File: config.mk
export PLATFORM = sky130hd
export DESIGN_NAME = fp_normalizer
export DESIGN_NICKNAME = d
export VERILOG_FILES = /design/src/rtl/fp_normalizer.sv
export SDC_FILE = /design/constraint.sdc
export NUM_CORES = 1
export LEC_CHECK = 0
export CAP_MARGIN = 10
export CORE_UTILIZATION = 40
export CTS_CLUSTER_SIZE = 20
export DETAILED_ROUTE_END_ITERATION = 6
export GPL_ROUTABILITY_DRIVEN = 0
export PLACE_DENSITY = 0.74
export SLEW_MARGIN = 20
export SYNTH_ARGS = -nofsm -noshare
export SYNTH_HDL_FRONTEND = slang
export SYNTH_SLANG_ARGS = --single-unit
File: constraint.sdc
create_clock -name clk -period 3.3 [get_ports clk]
set_clock_uncertainty 0.1 [all_clocks]
set_input_delay 0.825 -clock clk [delete_from_list [all_inputs] [get_ports clk]]
set_output_delay 0.825 -clock clk [all_outputs]
set_load 0.02 [all_outputs]
File: src/rtl/fp_normalizer.sv
// Post-adder normaliser for the binary32 add/sub datapath: shifts the raw
// mantissa sum one position per clock, then packs the result word and status flags.
module fp_normalizer #(
  parameter int MANT_W = 24,
  parameter int EXP_W  = 8
) (
  input  logic                      clk,
  input  logic                      reset,
  input  logic                      in_valid,
  output logic                      in_ready,
  input  logic [MANT_W:0]           in_sum,
  input  logic [EXP_W-1:0]          in_exp,
  input  logic                      in_sign,
  output logic                      out_valid,
  input  logic                      out_ready,
  output logic [EXP_W+MANT_W-1:0]   out_result,
  output logic                      out_zero,
  output logic                      out_overflow,
  output logic                      out_denorm,
  output logic [$clog2(MANT_W)-1:0] shift_count,
  output logic                      busy
);

  localparam int RES_W = EXP_W + MANT_W;
  localparam int SC_W  = $clog2(MANT_W);

  localparam logic [1:0] S_IDLE = 2'd0;
  localparam logic [1:0] S_NORM = 2'd1;
  localparam logic [1:0] S_DONE = 2'd2;

  localparam logic [EXP_W-1:0] EXP_ONE = EXP_W'(1);
  localparam logic [EXP_W-1:0] EXP_MAX = '1;

  logic [1:0]        state_q,     state_d;
  logic [MANT_W:0]   mant_q,      mant_d;
  logic [EXP_W-1:0]  exp_q,       exp_d;
  logic              sign_q,      sign_d;
  logic              out_valid_q, out_valid_d;
  logic [RES_W-1:0]  result_q,    result_d;
  logic              zero_q,      zero_d;
  logic              ovf_q,       ovf_d;
  logic              denorm_q,    denorm_d;
  logic [SC_W-1:0]   sc_q,        sc_d;

  logic [EXP_W-1:0]  exp_inc;
  assign exp_inc = exp_q + EXP_ONE;

  always_comb begin
    state_d     = state_q;
    mant_d      = mant_q;
    exp_d       = exp_q;
    sign_d      = sign_q;
    out_valid_d = out_valid_q;
    result_d    = result_q;
    zero_d      = zero_q;
    ovf_d       = ovf_q;
    denorm_d    = denorm_q;
    sc_d        = sc_q;

    case (state_q)
      S_IDLE: begin
        if (in_valid) begin
          mant_d  = in_sum;
          exp_d   = (in_exp == '0) ? EXP_ONE : in_exp;
          sign_d  = in_sign;
          sc_d    = '0;
          state_d = S_NORM;
        end
      end

      S_NORM: begin
        // One decision per clock; the priority order below defines the result.
        if (mant_q == '0) begin
          result_d = '0;
          zero_d   = 1'b1;
          state_d  = S_DONE;
        end else if (mant_q[MANT_W]) begin
          mant_d = mant_q >> 1;
          exp_d  = exp_inc;
          if (exp_inc == EXP_MAX) begin
            result_d = {sign_q, EXP_MAX, {(MANT_W-1){1'b0}}};
            ovf_d    = 1'b1;
          end else begin
            result_d = {sign_q, exp_inc, mant_q[MANT_W-1:1]};
          end
          state_d = S_DONE;
        end else if (mant_q[MANT_W-1]) begin
          result_d = {sign_q, exp_q, mant_q[MANT_W-2:0]};
          state_d  = S_DONE;
        end else if (exp_q == EXP_ONE) begin
          result_d = {sign_q, {EXP_W{1'b0}}, mant_q[MANT_W-2:0]};
          denorm_d = 1'b1;
          state_d  = S_DONE;
        end else begin
          mant_d = mant_q << 1;
          exp_d  = exp_q - EXP_ONE;
          sc_d   = sc_q + SC_W'(1);
        end
      end

      S_DONE: begin
        // The result settles one cycle before out_valid rises.
        if (!out_valid_q) begin
          out_valid_d = 1'b1;
        end else if (out_ready) begin
          out_valid_d = 1'b0;
          zero_d      = 1'b0;
          ovf_d       = 1'b0;
          denorm_d    = 1'b0;
          state_d     = S_IDLE;
        end
      end

      default: state_d = S_IDLE;
    endcase
  end

  // NOTE: state uses non-blocking assignments only; next-state values come
  // from the always_comb above, which assigns every _d a default to avoid latches.
  always_ff @(posedge clk or posedge reset) begin
    if (reset) begin
      state_q     <= S_IDLE;
      mant_q      <= '0;
      exp_q       <= '0;
      sign_q      <= 1'b0;
      out_valid_q <= 1'b0;
      result_q    <= '0;
      zero_q      <= 1'b0;
      ovf_q       <= 1'b0;
      denorm_q    <= 1'b0;
      sc_q        <= '0;
    end else begin
      state_q     <= state_d;
      mant_q      <= mant_d;
      exp_q       <= exp_d;
      sign_q      <= sign_d;
      out_valid_q <= out_valid_d;
      result_q    <= result_d;
      zero_q      <= zero_d;
      ovf_q       <= ovf_d;
      denorm_q    <= denorm_d;
      sc_q        <= sc_d;
    end
  end

  assign in_ready     = (state_q == S_IDLE);
  assign busy         = (state_q != S_IDLE);
  assign out_valid    = out_valid_q;
  assign out_result   = result_q;
  assign out_zero     = zero_q;
  assign out_overflow = ovf_q;
  assign out_denorm   = denorm_q;
  assign shift_count  = sc_q;

endmodule

==> metrics.yaml <==
timing:
  relSlewSlack_pct: 30.42
  hold_viol_final: 0
  fin_crit_sh_pct: 85.36
  drv_slew: 0
  fmax_ghz: 0.3550
  rsz0062_at_grt: "false"
  setup_tns_ns: 0
  period_needed_ns: 2.817
  final.setup.worst_slack_ns: 0.4831
  tightest_slew_ns: 1.040
  setup_violations: 0
critical_path:
  critPathLaunchType: "flop"
  cp-end-kind: "flop"
  crit_arrival_ns: 2.99
  path_max_fanout: 23
  r2r_slack_ns: 0.48
  r2r-end: "out_result[3]"
  critical_path_class: "flop to flop"
  crit_required_ns: 3.47
  rr_worst_depth: 5
  reg2reg_from: "exp_q[1]"
pwr:
  cellLeakagePower_nw: 2.356
  p_per_area_nw_per_um2: 1062
  irDropWorstVdd_v: 0.0004201
  switching_power_mw: 2.774
  clkPwrFrac_pct: 16.5
  combPwrFrac_pct: 52.7
  power.internal_mw: 3.348
  seqPwrFrac_pct: 30.7
  p_sw_share_pct: 45.32
synthesis:
  avgSynthCellArea_um2: 9.288
  ys.flop_type: "dfrtp_1"
  synth_fa_ha_area_share_pct: 1.377
  synth_xor_area_share_pct: 1.157
  synth-seq-cells: 77
  yosysSeqAreaShare_pct: 42.42
  synth.top_cells.by_area: "dfrtp_1, a221o_1, o21ai_0"
  synthCells: 489
  synth_edf_count: 0
  synth_cell_types: 66
  async_reset_ff_share_pct: 100.0
  synth-compound-area-share_pct: 30.88
  synth-simple-area-share_pct: 14.96
  synth_top_area_share_pct: 42.42
  synthMuxAreaShare_pct: 1.433
  synth_area_leader_cell: "dfrtp_1"
  synth_top_family_by_area: "compound AO/OA/AOI/OAI gates"
  syn_nets: 532
  synth_area_um2: 4542
  synth_warnings: 0
drt:
  avgRoutedWirePerCell_um: 17.97
  wl_mm: 12.60
  drc: 0
  ant_nets: 0
  firstDrtPassIters: 5
  drt_iter0_drc: 472
  via_per_inst: 6.021
  num_vias: 4221
global_routing:
  grt_max_degree: 38
  track_usage_pct: 22.95
  overflow: 0
  first_global_vias: 4041
  antenna_found_initial: 0
  grt_pass1_wl_mm: 20.89
cts:
  cts-root-buf: "clkbuf_16"
  cts_resized: 0
  cts.clk_slew.worst_paths_ns: 0.06
  cts_tree: "yes"
  cts.hold.buffers_added: 0
  clock_latency_ns: 0.34
  clk_path_buf_depth: 2
  cts_made_buffers: 9
  htree_num_levels: 3
  post-cts-setup-buffer-count: 0
  cts_sinks: 77
min_path:
  hold_depth: 2
  hold_end: "sign_q"
  hold_class: "flop to flop"
  min_from: "sign_q"
floorplanning:
  num_rows: 38
  pin_count: 81
  dieArea_um2: 11790
  die_h_um: 108.6
  floorplan.initialDensity_pct: 41.53
  die_w_um: 108.6
  core_um2: 10940
placement:
  dp_hpwl_mm: 8.607
  pre_cts_ws_ns: 0.3673
  io_buffers: 80
cells_and_area:
  drive_gt1_share_pct: 11.05
  syn2layout_area_growth_pct: 26.91
  final_cell_mix: "clkdlybuf4s50_1, dfrtp_1, o21ai_0, a221o_1, nand2_1"
  num_antenna_cells: 0
  final_common_cell: "clkdlybuf4s50_1"
  nNetsFinal: 599
run_status:
  status: "finished, final reports clean"
job:
  maxCapViolations: 0
==> cell type report <==
| type | instances | area (um^2) |
|---|---|---|
| clock buffers | 11 | 242.7 |
| inverters | 30 | 112.6 |
| flip-flops and latches | 77 | 1927 |
| repair buffers | 102 | 978.4 |
| fillers | 973 | 5171 |
| clock inverters | 5 | 60.06 |
| multi-input cells | 336 | 2268 |
| well taps | 140 | 175.2 |
==> power by group through the flow <==
stage               clock network (mW)  logic [mW]  registers, mW
global route                      1.07        3.55           1.95
global placement                     0        3.12           1.87
finish                            1.01        3.23           1.88
detailed placement                   0        3.20           1.89
floorplan                            0        2.16           1.90
CTS                               1.02        3.22           1.87
==> per-stage QoR <==
| step | utilization (%) | hold slack, ns | instances | power [mW] | area [um^2] |
|---|---|---|---|---|---|
| 2_1_floorplan | - | 0.3466 | 489 | 4.062 | 4542 |
| 3_3_place_gp | 49.94 | 0.3639 | 685 | 4.989 | 5461 |
| 3_5_place_dp | 49.94 | 0.3710 | 685 | 5.086 | 5461 |
| 4_1_cts | 52.71 | 0.3856 | 701 | 6.112 | 5764 |
| 5_1_grt | 52.71 | 0.4161 | 701 | 6.569 | 5764 |
| 6_report | 52.71 | 0.3845 | 701 | 6.122 | 5764 |
==> cells by family after synthesis <==
logic type                 count (synthesis)
xor gates and xnor gates                   6
buffers and inverters                     76
adders and majority gates                  5
muxes                                      6
DFF                                       77
and+or+nand+nor                          133
AOI/OAI and AO/OA                        186
==> how the worst max path moves through the flow <==
| stage | startpoint | end | slack (ns) | depth (start not counted) |
|---|---|---|---|---|
| final | exp_q[1] | out_result[3] | 0.48 | 5 |
| after CTS | exp_q[1] | out_result[3] | 0.47 | 5 |
| after floorplan | reset | exp_q[0] | 0.41 | 1 |
| after global placement | in_valid | mant_q[12] | 0.43 | 7 |
| after detailed placement | in_valid | mant_q[11] | 0.37 | 7 |
| after global routing | exp_q[1] | out_result[3] | 0.34 | 5 |
==> per-layer routing <==
metal	vias to the layer above	GRT usage [%]	share of wire [%]
met4	0	8.108	2.1
li1	1971	-	-
met2	179	34.40	47
met5	-	0	0
met3	25	4.762	8.0
met1	2046	32.62	43
==> synth_stat cells (3+ instances only) <==
| cell type | instances |
|---|---|
| dfrtp_1 | 77 |
| o21ai_0 | 73 |
| a221o_1 | 45 |
| nand2_1 | 37 |
| nor3_1 | 31 |
| inv_1 | 29 |
| clkbuf_1 | 23 |
| nor2_1 | 17 |
| a21oi_1 | 12 |
| buf_2 | 11 |
| nand3_1 | 9 |
| nor4_1 | 9 |
| a22o_1 | 8 |
| o21ai_2 | 8 |
| o31ai_1 | 8 |
| buf_4 | 7 |
| ha_1 | 5 |
| mux2i_1 | 5 |
| nand4_1 | 5 |
| nor2b_1 | 5 |
| nand2b_1 | 4 |
| xnor2_1 | 4 |
| a22oi_1 | 3 |
| o21a_1 | 3 |
| o21ai_1 | 3 |
==> registers in the layout, indices dropped and copies added (netlist names) <==
register and flops:
out_valid 1, out_result 32, state_q 2, sign_q 1, out_denorm 1, shift_count 5
mant_q 25, exp_q 8, out_zero 1, out_overflow 1
==> critical path: stages (launching register included) <==
cell and delay, ns:
dfrtp_1 0.56, ha_1 0.49, nand2b_1 0.20, o311ai_2 0.16, a211oi_4 0.93, a221o_1 0.29
Note: power is estimated with default switching activity, not from simulation.
